===== src/rtl/demux_pkg.sv =====
// Shared constants for the 2-way stream demultiplexer: select encodings,
// default word width and the clog2 helper used to size counts and pointers.
package demux_pkg;

   localparam logic DEMUX_SEL_A = 1'b0;
   localparam logic DEMUX_SEL_B = 1'b1;

   localparam int DEMUX_DEFAULT_WIDTH = 5;

   // Ceiling log2; clog2(1) is 0, so callers needing at least one bit must clamp.
   function automatic int clog2(input int value);
      int result;
      int remain;
      result = 0;
      remain = value - 1;
      while (remain > 0) begin
         result = result + 1;
         remain = remain >> 1;
      end
      return result;
   endfunction

endpackage


===== src/rtl/demux_fifo.sv =====
// Small DEPTH-entry buffer feeding one output of the demux. The head word is
// held in its own register so the output holds its last value once drained.
module demux_fifo
   import demux_pkg::*;
#(
   parameter int WIDTH = DEMUX_DEFAULT_WIDTH,
   parameter int DEPTH = 2,
   localparam int CW = clog2(DEPTH + 1),
   localparam int PW = (DEPTH > 1) ? clog2(DEPTH) : 1
) (
   input  logic             clk,
   input  logic             reset,
   input  logic             i_push,
   input  logic [WIDTH-1:0] i_data,
   input  logic             i_pop,
   output logic [WIDTH-1:0] o_data,
   output logic             o_full,
   output logic             o_empty,
   output logic [CW-1:0]    o_count
);

   localparam logic [CW-1:0] FULL_LVL = CW'(DEPTH);
   localparam logic [PW-1:0] LAST_PTR = PW'(DEPTH - 1);

   logic [WIDTH-1:0] r_mem [DEPTH];
   logic [WIDTH-1:0] r_head;
   logic [PW-1:0]    r_wrPtr;
   logic [PW-1:0]    r_rdPtr;
   logic [CW-1:0]    r_count;

   logic             w_push;
   logic             w_pop;
   logic [PW-1:0]    w_wrPtrNext;
   logic [PW-1:0]    w_rdPtrNext;
   logic [CW-1:0]    w_countNext;
   logic             w_headFromIn;

   assign w_push = i_push & (r_count != FULL_LVL);
   assign w_pop  = i_pop & (r_count != '0);

   assign w_wrPtrNext = (r_wrPtr == LAST_PTR) ? '0 : r_wrPtr + PW'(1);
   assign w_rdPtrNext = w_pop ? ((r_rdPtr == LAST_PTR) ? '0 : r_rdPtr + PW'(1)) : r_rdPtr;
   assign w_countNext = r_count + CW'(w_push) - CW'(w_pop);

   // The incoming word becomes the head when nothing older survives this edge.
   assign w_headFromIn = w_push & ((r_count == '0) | ((r_count == CW'(1)) & w_pop));

   // Storage carries no reset: occupancy alone decides what is valid.
   always_ff @(posedge clk) begin
      if (w_push) begin
         r_mem[r_wrPtr] <= i_data;
      end
   end

   // Pointers, occupancy and the registered head word.
   always_ff @(posedge clk or posedge reset) begin
      if (reset) begin
         r_wrPtr <= '0;
         r_rdPtr <= '0;
         r_count <= '0;
         r_head  <= '0;
      end else begin
         if (w_push) begin
            r_wrPtr <= w_wrPtrNext;
         end
         r_rdPtr <= w_rdPtrNext;
         r_count <= w_countNext;
         if (w_countNext != '0) begin
            r_head <= w_headFromIn ? i_data : r_mem[w_rdPtrNext];
         end
      end
   end

   assign o_data  = r_head;
   assign o_full  = (r_count == FULL_LVL);
   assign o_empty = (r_count == '0);
   assign o_count = r_count;

endmodule


===== src/rtl/demux2way_stream.sv =====
// Registered 1-to-2 stream demultiplexer with an independent buffer per output.
// Optional delivered-word counters are enabled with DEMUX2WAY_STREAM_COUNT_EN.
module demux2way_stream
   import demux_pkg::*;
#(
   parameter int WIDTH = DEMUX_DEFAULT_WIDTH,
   parameter int DEPTH = 2
) (
   input  logic             clk,
   input  logic             reset,
   input  logic             in_valid,
   output logic             in_ready,
   input  logic             in_sel,
   input  logic [WIDTH-1:0] in_data,
   output logic             a_valid,
   input  logic             a_ready,
   output logic [WIDTH-1:0] a_data,
   output logic             b_valid,
   input  logic             b_ready,
   output logic [WIDTH-1:0] b_data
`ifdef DEMUX2WAY_STREAM_COUNT_EN
   ,
   output logic [15:0]      a_count,
   output logic [15:0]      b_count
`endif
);

   localparam int CW = clog2(DEPTH + 1);
   localparam logic [CW-1:0] FULL_LVL = CW'(DEPTH);

   logic [CW-1:0] w_aFill;
   logic [CW-1:0] w_bFill;
   logic          w_aFull;
   logic          w_bFull;
   logic          w_aEmpty;
   logic          w_bEmpty;
   logic          w_accept;
   logic          w_pushA;
   logic          w_pushB;
   logic          w_popA;
   logic          w_popB;

   // Ready looks only at registered occupancy, never at the consumer readies.
   assign in_ready = (in_sel == DEMUX_SEL_B) ? (w_bFill < FULL_LVL) : (w_aFill < FULL_LVL);
   assign w_accept = in_valid & in_ready;
   assign w_pushA  = w_accept & (in_sel == DEMUX_SEL_A) & ~w_aFull;
   assign w_pushB  = w_accept & (in_sel == DEMUX_SEL_B) & ~w_bFull;

   assign a_valid = ~w_aEmpty;
   assign b_valid = ~w_bEmpty;
   assign w_popA  = a_valid & a_ready;
   assign w_popB  = b_valid & b_ready;

   demux_fifo #(
      .WIDTH (WIDTH),
      .DEPTH (DEPTH)
   ) fifoA (
      .clk     (clk),
      .reset   (reset),
      .i_push  (w_pushA),
      .i_data  (in_data),
      .i_pop   (w_popA),
      .o_data  (a_data),
      .o_full  (w_aFull),
      .o_empty (w_aEmpty),
      .o_count (w_aFill)
   );

   demux_fifo #(
      .WIDTH (WIDTH),
      .DEPTH (DEPTH)
   ) fifoB (
      .clk     (clk),
      .reset   (reset),
      .i_push  (w_pushB),
      .i_data  (in_data),
      .i_pop   (w_popB),
      .o_data  (b_data),
      .o_full  (w_bFull),
      .o_empty (w_bEmpty),
      .o_count (w_bFill)
   );

`ifdef DEMUX2WAY_STREAM_COUNT_EN
   logic [15:0] r_aCount;
   logic [15:0] r_bCount;

   // Delivered-word counters; they wrap naturally at 16 bits.
   always_ff @(posedge clk or posedge reset) begin
      if (reset) begin
         r_aCount <= '0;
         r_bCount <= '0;
      end else begin
         if (w_popA) begin
            r_aCount <= r_aCount + 16'd1;
         end
         if (w_popB) begin
            r_bCount <= r_bCount + 16'd1;
         end
      end
   end

   assign a_count = r_aCount;
   assign b_count = r_bCount;
`endif

endmodule

===== config.mk =====
export PLATFORM = sky130hd
export DESIGN_NAME = demux2way_stream
export DESIGN_NICKNAME = d
export VERILOG_FILES = /design/src/rtl/demux_pkg.sv /design/src/rtl/demux_fifo.sv /design/src/rtl/demux2way_stream.sv
export SDC_FILE = /design/constraint.sdc
export NUM_CORES = 1
export LEC_CHECK = 0
export CORE_MARGIN = 1
export CORE_UTILIZATION = 50
export CTS_CLUSTER_DIAMETER = 150
export DETAILED_ROUTE_END_ITERATION = 12
export DONT_BUFFER_PORTS = 1
export PLACE_DENSITY_LB_ADDON = 0.3
export SLEW_MARGIN = 20
export SYNTH_ARGS = -nofsm -noshare
export SYNTH_HDL_FRONTEND = slang
export SYNTH_SLANG_ARGS = --single-unit

===== constraint.sdc =====
create_clock -name clk -period 2.2 [get_ports clk]
set_input_delay 0.11 -clock clk [delete_from_list [all_inputs] [get_ports clk]]
set_output_delay 0.11 -clock clk [all_outputs]
set_load 0.02 [all_outputs]

## Word-level counts from Yosys, hierarchy flattened

Memories as Yosys holds them, arrays and structs flattened.
Cells that the tools add are included.

| word-level totals | value |
|---|---|
| output and inout port bits | 13 |
| bits of input ports | 11 |
| bits in latches | 0 |
| bits in read-only memories | 0 |
| memories | 2 |
| register bits | 18 |
| memory bits (writable) | 20 |
| word-level logic and storage cells | 67 |

Memory list:

| name | depth | bits a word | read ports | clocked after memory_dff | write ports | line | text |
|---|---|---|---|---|---|---|---|
| fifoA.r_mem | 2 | 5 | 1 | 0 | 1 | demux_fifo.sv:25 | `logic [WIDTH-1:0] r_mem [DEPTH];` |
| fifoB.r_mem | 2 | 5 | 1 | 0 | 1 | demux_fifo.sv:25 |  |

| cells by class | value |
|---|---|
| muxes and demuxes | 13 |
| bitwise logic cells | 22 |
| $lt $le $gt $ge | 2 |
| shift operators | 0 |
| divide/modulo/power cells | 0 |
| $mul | 0 |
| equality and inequality tests | 6 |
| $add $sub $neg | 8 |
| reduce and logical (&&, ||, !) cells | 6 |

Operators by type and width:

| cell | count |
|---|---|
| $and 1x1->1 | 15 |
| $mux 1 | 11 |
| $mux 5 | 2 |
| $reduce_bool 2->1 | 4 |
| $not 1->1 | 5 |
| $add 1x1->1 const B | 4 |
| $add 2x1->2 | 2 |
| $eq 2x1->1 const B | 2 |
| $eq 2x2->1 const B | 2 |
| $logic_not 2->1 | 2 |
| $lt 2x2->1 const B | 2 |
| $ne 2x2->1 const B | 2 |
| $sub 2x1->2 | 2 |
| $or 1x1->1 | 2 |

## Longest topological paths before layout

| depth | value |
|---|---|
| depth in word-level cells | 9 |
| gate-level depth with buffers | 8 |
| gate-level depth less buffers | 7 |

## Hierarchy

From an unflattened synthesis, not the netlist that was laid out.

| second synthesis, totals | value |
|---|---|
| cell total of the unflattened synthesis | 152 |
| area, all modules | 1895.6 um2 |

Modules (own cells, without submodules):

| module | cells an instance | instances | area an instance (um2) | seq. area each (um2) |
|---|---|---|---|---|
| demux_fifo at fifoA | 84 | 1 | 992.2 | 525.5 |
| demux_fifo at fifoB | 61 | 1 | 845.8 | 525.5 |
| demux2way_stream | 7 | 1 | 57.6 | 0.0 |

## Worst setup path after synthesis

No wires, ideal clock.

| timing path | value |
|---|---|
| path type | reg-to-reg |
| start point | register fifoB.r_count[1] (netlist: fifoB.o_count[1]) |
| end point | register fifoB.r_head[0] (netlist: fifoB.o_data[0]) |
| stages on the path, launching flop included | 9 |
| required time | 2.075 ns |
| slack | -0.074 ns |
| library setup time | 0.125 ns |
| data arrival time | 2.149 ns |
| path buffers | 1 |
| clock period less this slack | 2.274 ns |
| path through | dfrtp_1 buf_4 o21ai_2 inv_2 ha_1 inv_2 and4_1 o31ai_2 mux2_2 |

| on the way | value |
|---|---|
| longest elaborated chain between the ends | 9 |
| elaborated cells on any way between the ends | 24 |
| classes of those cells | add/sub (2); order compare (1); eq/ne (3); mux (3); bitwise (11); reduce/logical (3); memory (1) |

RTL lines:

| item | line | text |
|---|---|---|
| start: declaration | demux_fifo.sv:29 | `logic [CW-1:0] r_count;` |
| start signal: assignment | demux_fifo.sv:67 | `r_count <= w_countNext;` |
| $lt 2x2->1 | demux2way_stream.sv:44 | `assign in_ready = (in_sel == DEMUX_SEL_B) ? (w_bFill < FULL_LVL) : (w_aFill < FULL_LVL);` |
| $mux 1 | demux2way_stream.sv:44 |  |
| $and 1x1->1 | demux2way_stream.sv:45 | `assign w_accept = in_valid & in_ready;` |
| $and 1x1->1 (2 in a row) | demux2way_stream.sv:47 | `assign w_pushB = w_accept & (in_sel == DEMUX_SEL_B) & ~w_bFull;` |
| $and 1x1->1 | demux_fifo.sv:38 | `assign w_push = i_push & (r_count != FULL_LVL);` |
| $add 2x1->2 | demux_fifo.sv:43 | `assign w_countNext = r_count + CW'(w_push) - CW'(w_pop);` |
| $sub 2x1->2 | demux_fifo.sv:43 |  |
| $reduce_bool 2->1 | demux_fifo.sv:68 | `if (w_countNext != '0) begin` |
| end signal: assignment | demux_fifo.sv:69 | `r_head <= w_headFromIn ? i_data : r_mem[w_rdPtrNext];` |
| end: declaration | demux_fifo.sv:26 | `logic [WIDTH-1:0] r_head;` |

Several ways; a longest one is shown, not always the timed one.
A chain may end at the register's enable or synchronous reset.

## Worst setup path after layout

| timing path | value |
|---|---|
| start point | register fifoB.r_count[1] (netlist: fifoB.o_count[1]) |
| end point | register fifoB.r_head[4] (netlist: fifoB.o_data[4]) |

The elaborated chain is that of the path after synthesis.

==> results.toml <==
[global_route]
grt_pass1_vias = 1228
antenna_found_initial = 0
grt_pass1_wl_um = 5640
gr-total-overflow = 0
grt_max_degree = 22
track_usage_pct = 21.3

[cts]
htree_levels = 2
postCtsSetupRepairBufs = 0
root_buffer = "clkbuf_4"
numCtsBuffers = 5
clock_tree.buffer_depth = 2
cts_tree = "built"
clock_sinks = 38
clock_latency_ps = 340
clk_pin_slew_ps = 120

[layout]
fin_nets = 179
fin_area_sq_um = 2080
antenna_cells = 0
drive_gt1_share_pct = 14.3
syn2layout_area_growth_pct = 15.5

[placed_design]
place.gp.congestion = 0.805
hpwl_um = 2360
placed_cell_area_sq_um = 1870
dp_slack_ps = 119
io_buffers = 0

[detailed_routing]
drt-initial-drc-count = 29
drcViolationCount = 0
first_pass_iters = 4
wirelength_um = 3590
routedWlPerCell_um = 16.8
antenna_left = 0
via_per_inst = 5.62
vias = 1202

[power_and_ir_drop]
switching_power_mw = 1.06
p_clk_share_pct = 20.9
cellLeakagePower_nw = 0.791
p_comb_share_pct = 34.5
swShare_pct = 36.9
p_int_mw = 1.81
p_seq_share_pct = 44.6
peakVddDrop_mv = 0.837
total_power_mw = 2.86
power_density_nw_per_um2 = 1380

[timing]
max_slew_margin_pct = 53.2
drv_slew = 0
clock_skew_ps = 6.28
rsz0062_at_grt = "no"
finalSetupTns_ps = 0
period_share_pct = 94.2
fin_ws_ps = 129
min_period_ps = 2070
hold_viol = 0
max_freq_ghz = 0.483
setup_viol = 0
worst_pin_slew_ps = 701

[worst_setup_path]
critPathRequiredTime_ps = 2430
reg2regPathDepth = 7
path_max_fanout = 6
end_kind = "flip-flop"
startpoint_type = "flip-flop"
critPathKind = "flip-flop to flip-flop"
arrival_ps = 2300

[yosys]
yosysWarnings = 0
yosys.cell_types.count = 31
syn_inst = 153
syn_area_sq_um = 1800
async_flop_share_pct = 47.4
ys_seq_elements = 38
syn_nets = 165
syn_area_per_cell_sq_um = 11.8
synth_top_flop_cell = "edfxtp_1"
synth_enable_flop_cells = 20
yosysSeqAreaShare_pct = 58.4

[status]
status = "complete, no violations"

[min_path]
hold_class = "primary input to flip-flop"
holdPathStages = 3

[floorplanning]
die_h_um = 62.0
die-width_um = 62.0
coreArea_sq_um = 3390
die-area_sq_um = 3840
boundaryPins = 24
start_util_pct = 53.1
rows = 21

[run]
maxCapViolCount = 0
==> worst max-delay path, cell delays in order (launching register included) <==
cell and delay [ps]:
dfrtp_1 430, o21ai_4 160, inv_2 100, ha_4 290
inv_2 50, and4_1 210, o31ai_4 350, mux2_2 370
==> repair_timing <==
item / 4_1_cts / 5_1_grt
hold buffers: 9 / 0
resized for setup: 0 / 2
endpoints found under the setup margin: 0 / 5
hold endpoints to repair: 47 / 0
==> placed cells by master (no fill, tap or decap), types with 2 or more instances in the layout <==
master         synthesis  final
mux2_2                 5      5
or2_1                  2      2
dfrtp_1               18     17
dlygate4sd3_1          0      9
nand2b_1              12     12
o31a_1                 5      5
o21ai_1                2      2
edfxtp_1              20     20
inv_1                  3      3
a211oi_1               6      6
a21oi_1               16     16
buf_4                  1      4
and2_1                 2      2
nor2b_1                6      6
nand2_1               13     13
clkbuf_4               0      5
xnor2_1                6      6
inv_2                  2      2
nor2_1                 7      7
nand3b_1               6      6
bufinv_16              0      2
mux2i_1                7      7
==> through the flow <==
step / hold slack, ps / instances / utilization (%)
after floorplan: 48.6 / 153 / -
after global placement: 142 / 197 / 55.1
after detailed placement: 161 / 197 / 55.1
after CTS: 8.99 / 214 / 60.9
after global routing: 38.1 / 214 / 61.3
final: 34.0 / 214 / 61.3
==> synth_stat cells, types with 3 or more instances <==
cell type	instances	share of area, %
a211oi_1	6	2.5
a21oi_1	16	4.5
clkbuf_1	3	0.63
dfrtp_1	18	25
edfxtp_1	20	33
inv_1	3	0.63
mux2_2	5	3.1
mux2i_1	7	3.9
nand2_1	13	2.7
nand2b_1	12	4.2
nand3b_1	6	2.5
nor2_1	7	1.5
nor2b_1	6	2.1
o31a_1	5	2.4
xnor2_1	6	2.9
==> cell type report <==
class	instances	area (sq um)
sequential	38	1050
fill	251	1310
clock inverter	3	68.8
tap	46	57.6
inverter	5	18.8
timing repair buffer	13	120
multi-input combinational	104	723
clock buffer	5	37.5
==> metal layers <==
layer | vias up | routed length (um) | track usage (%)
met2 | 41 | 1810 | 33.7
met4 | 0 | 21 | 9.84
met3 | 2 | 234 | 8.49
li1 | 570 | - | -
met1 | 589 | 1520 | 25.6
met5 | - | 0 | 0
==> path summary, 6_finish.rpt <==
path	start	end	slack [ps]
hold / removal	a_ready	fifoA.o_count[0]	30
setup reg to reg	fifoB.o_count[1]	fifoB.o_data[4]	130
setup / recovery	fifoB.o_count[1]	fifoB.o_data[4]	130
max in group asynchronous	reset	fifoB.o_count[0]	1410
min in group asynchronous	reset	fifoA.r_rdPtr	300
hold reg to reg	fifoA.r_rdPtr	fifoA.r_rdPtr	500
==> cell families after synthesis <==
group / after synthesis / synth area share (%)
AND/OR/NAND/NOR: 52 / 16.1
flip-flops: 38 / 58.4
AO/OA/AOI/OAI: 32 / 11.4
multiplexers: 12 / 7.02
buffers and inverters: 11 / 2.99
XOR/XNOR: 7 / 3.41
adder cells (fa/ha/maj): 1 / 0.695
==> power by group through the flow <==
stage / Combinational, mW / Sequential [mW] / Clock (mW)
4_1_cts: 0.959 / 1.28 / 0.611
3_3_place_gp: 0.888 / 1.27 / 0
5_1_grt: 1.09 / 1.32 / 0.638
6_report: 0.988 / 1.28 / 0.597
3_5_place_dp: 0.926 / 1.29 / 0
2_1_floorplan: 0.824 / 1.20 / 0
==> state kept, by name (all words and copies together), names as in the netlist, 2 cells and up <==
name	count
fifoB.o_count	2
fifoB.r_mem	10
fifoB.o_data	5
fifoA.r_mem	10
fifoA.o_data	5
fifoA.o_count	2
Power figures use the tool's default switching activity.
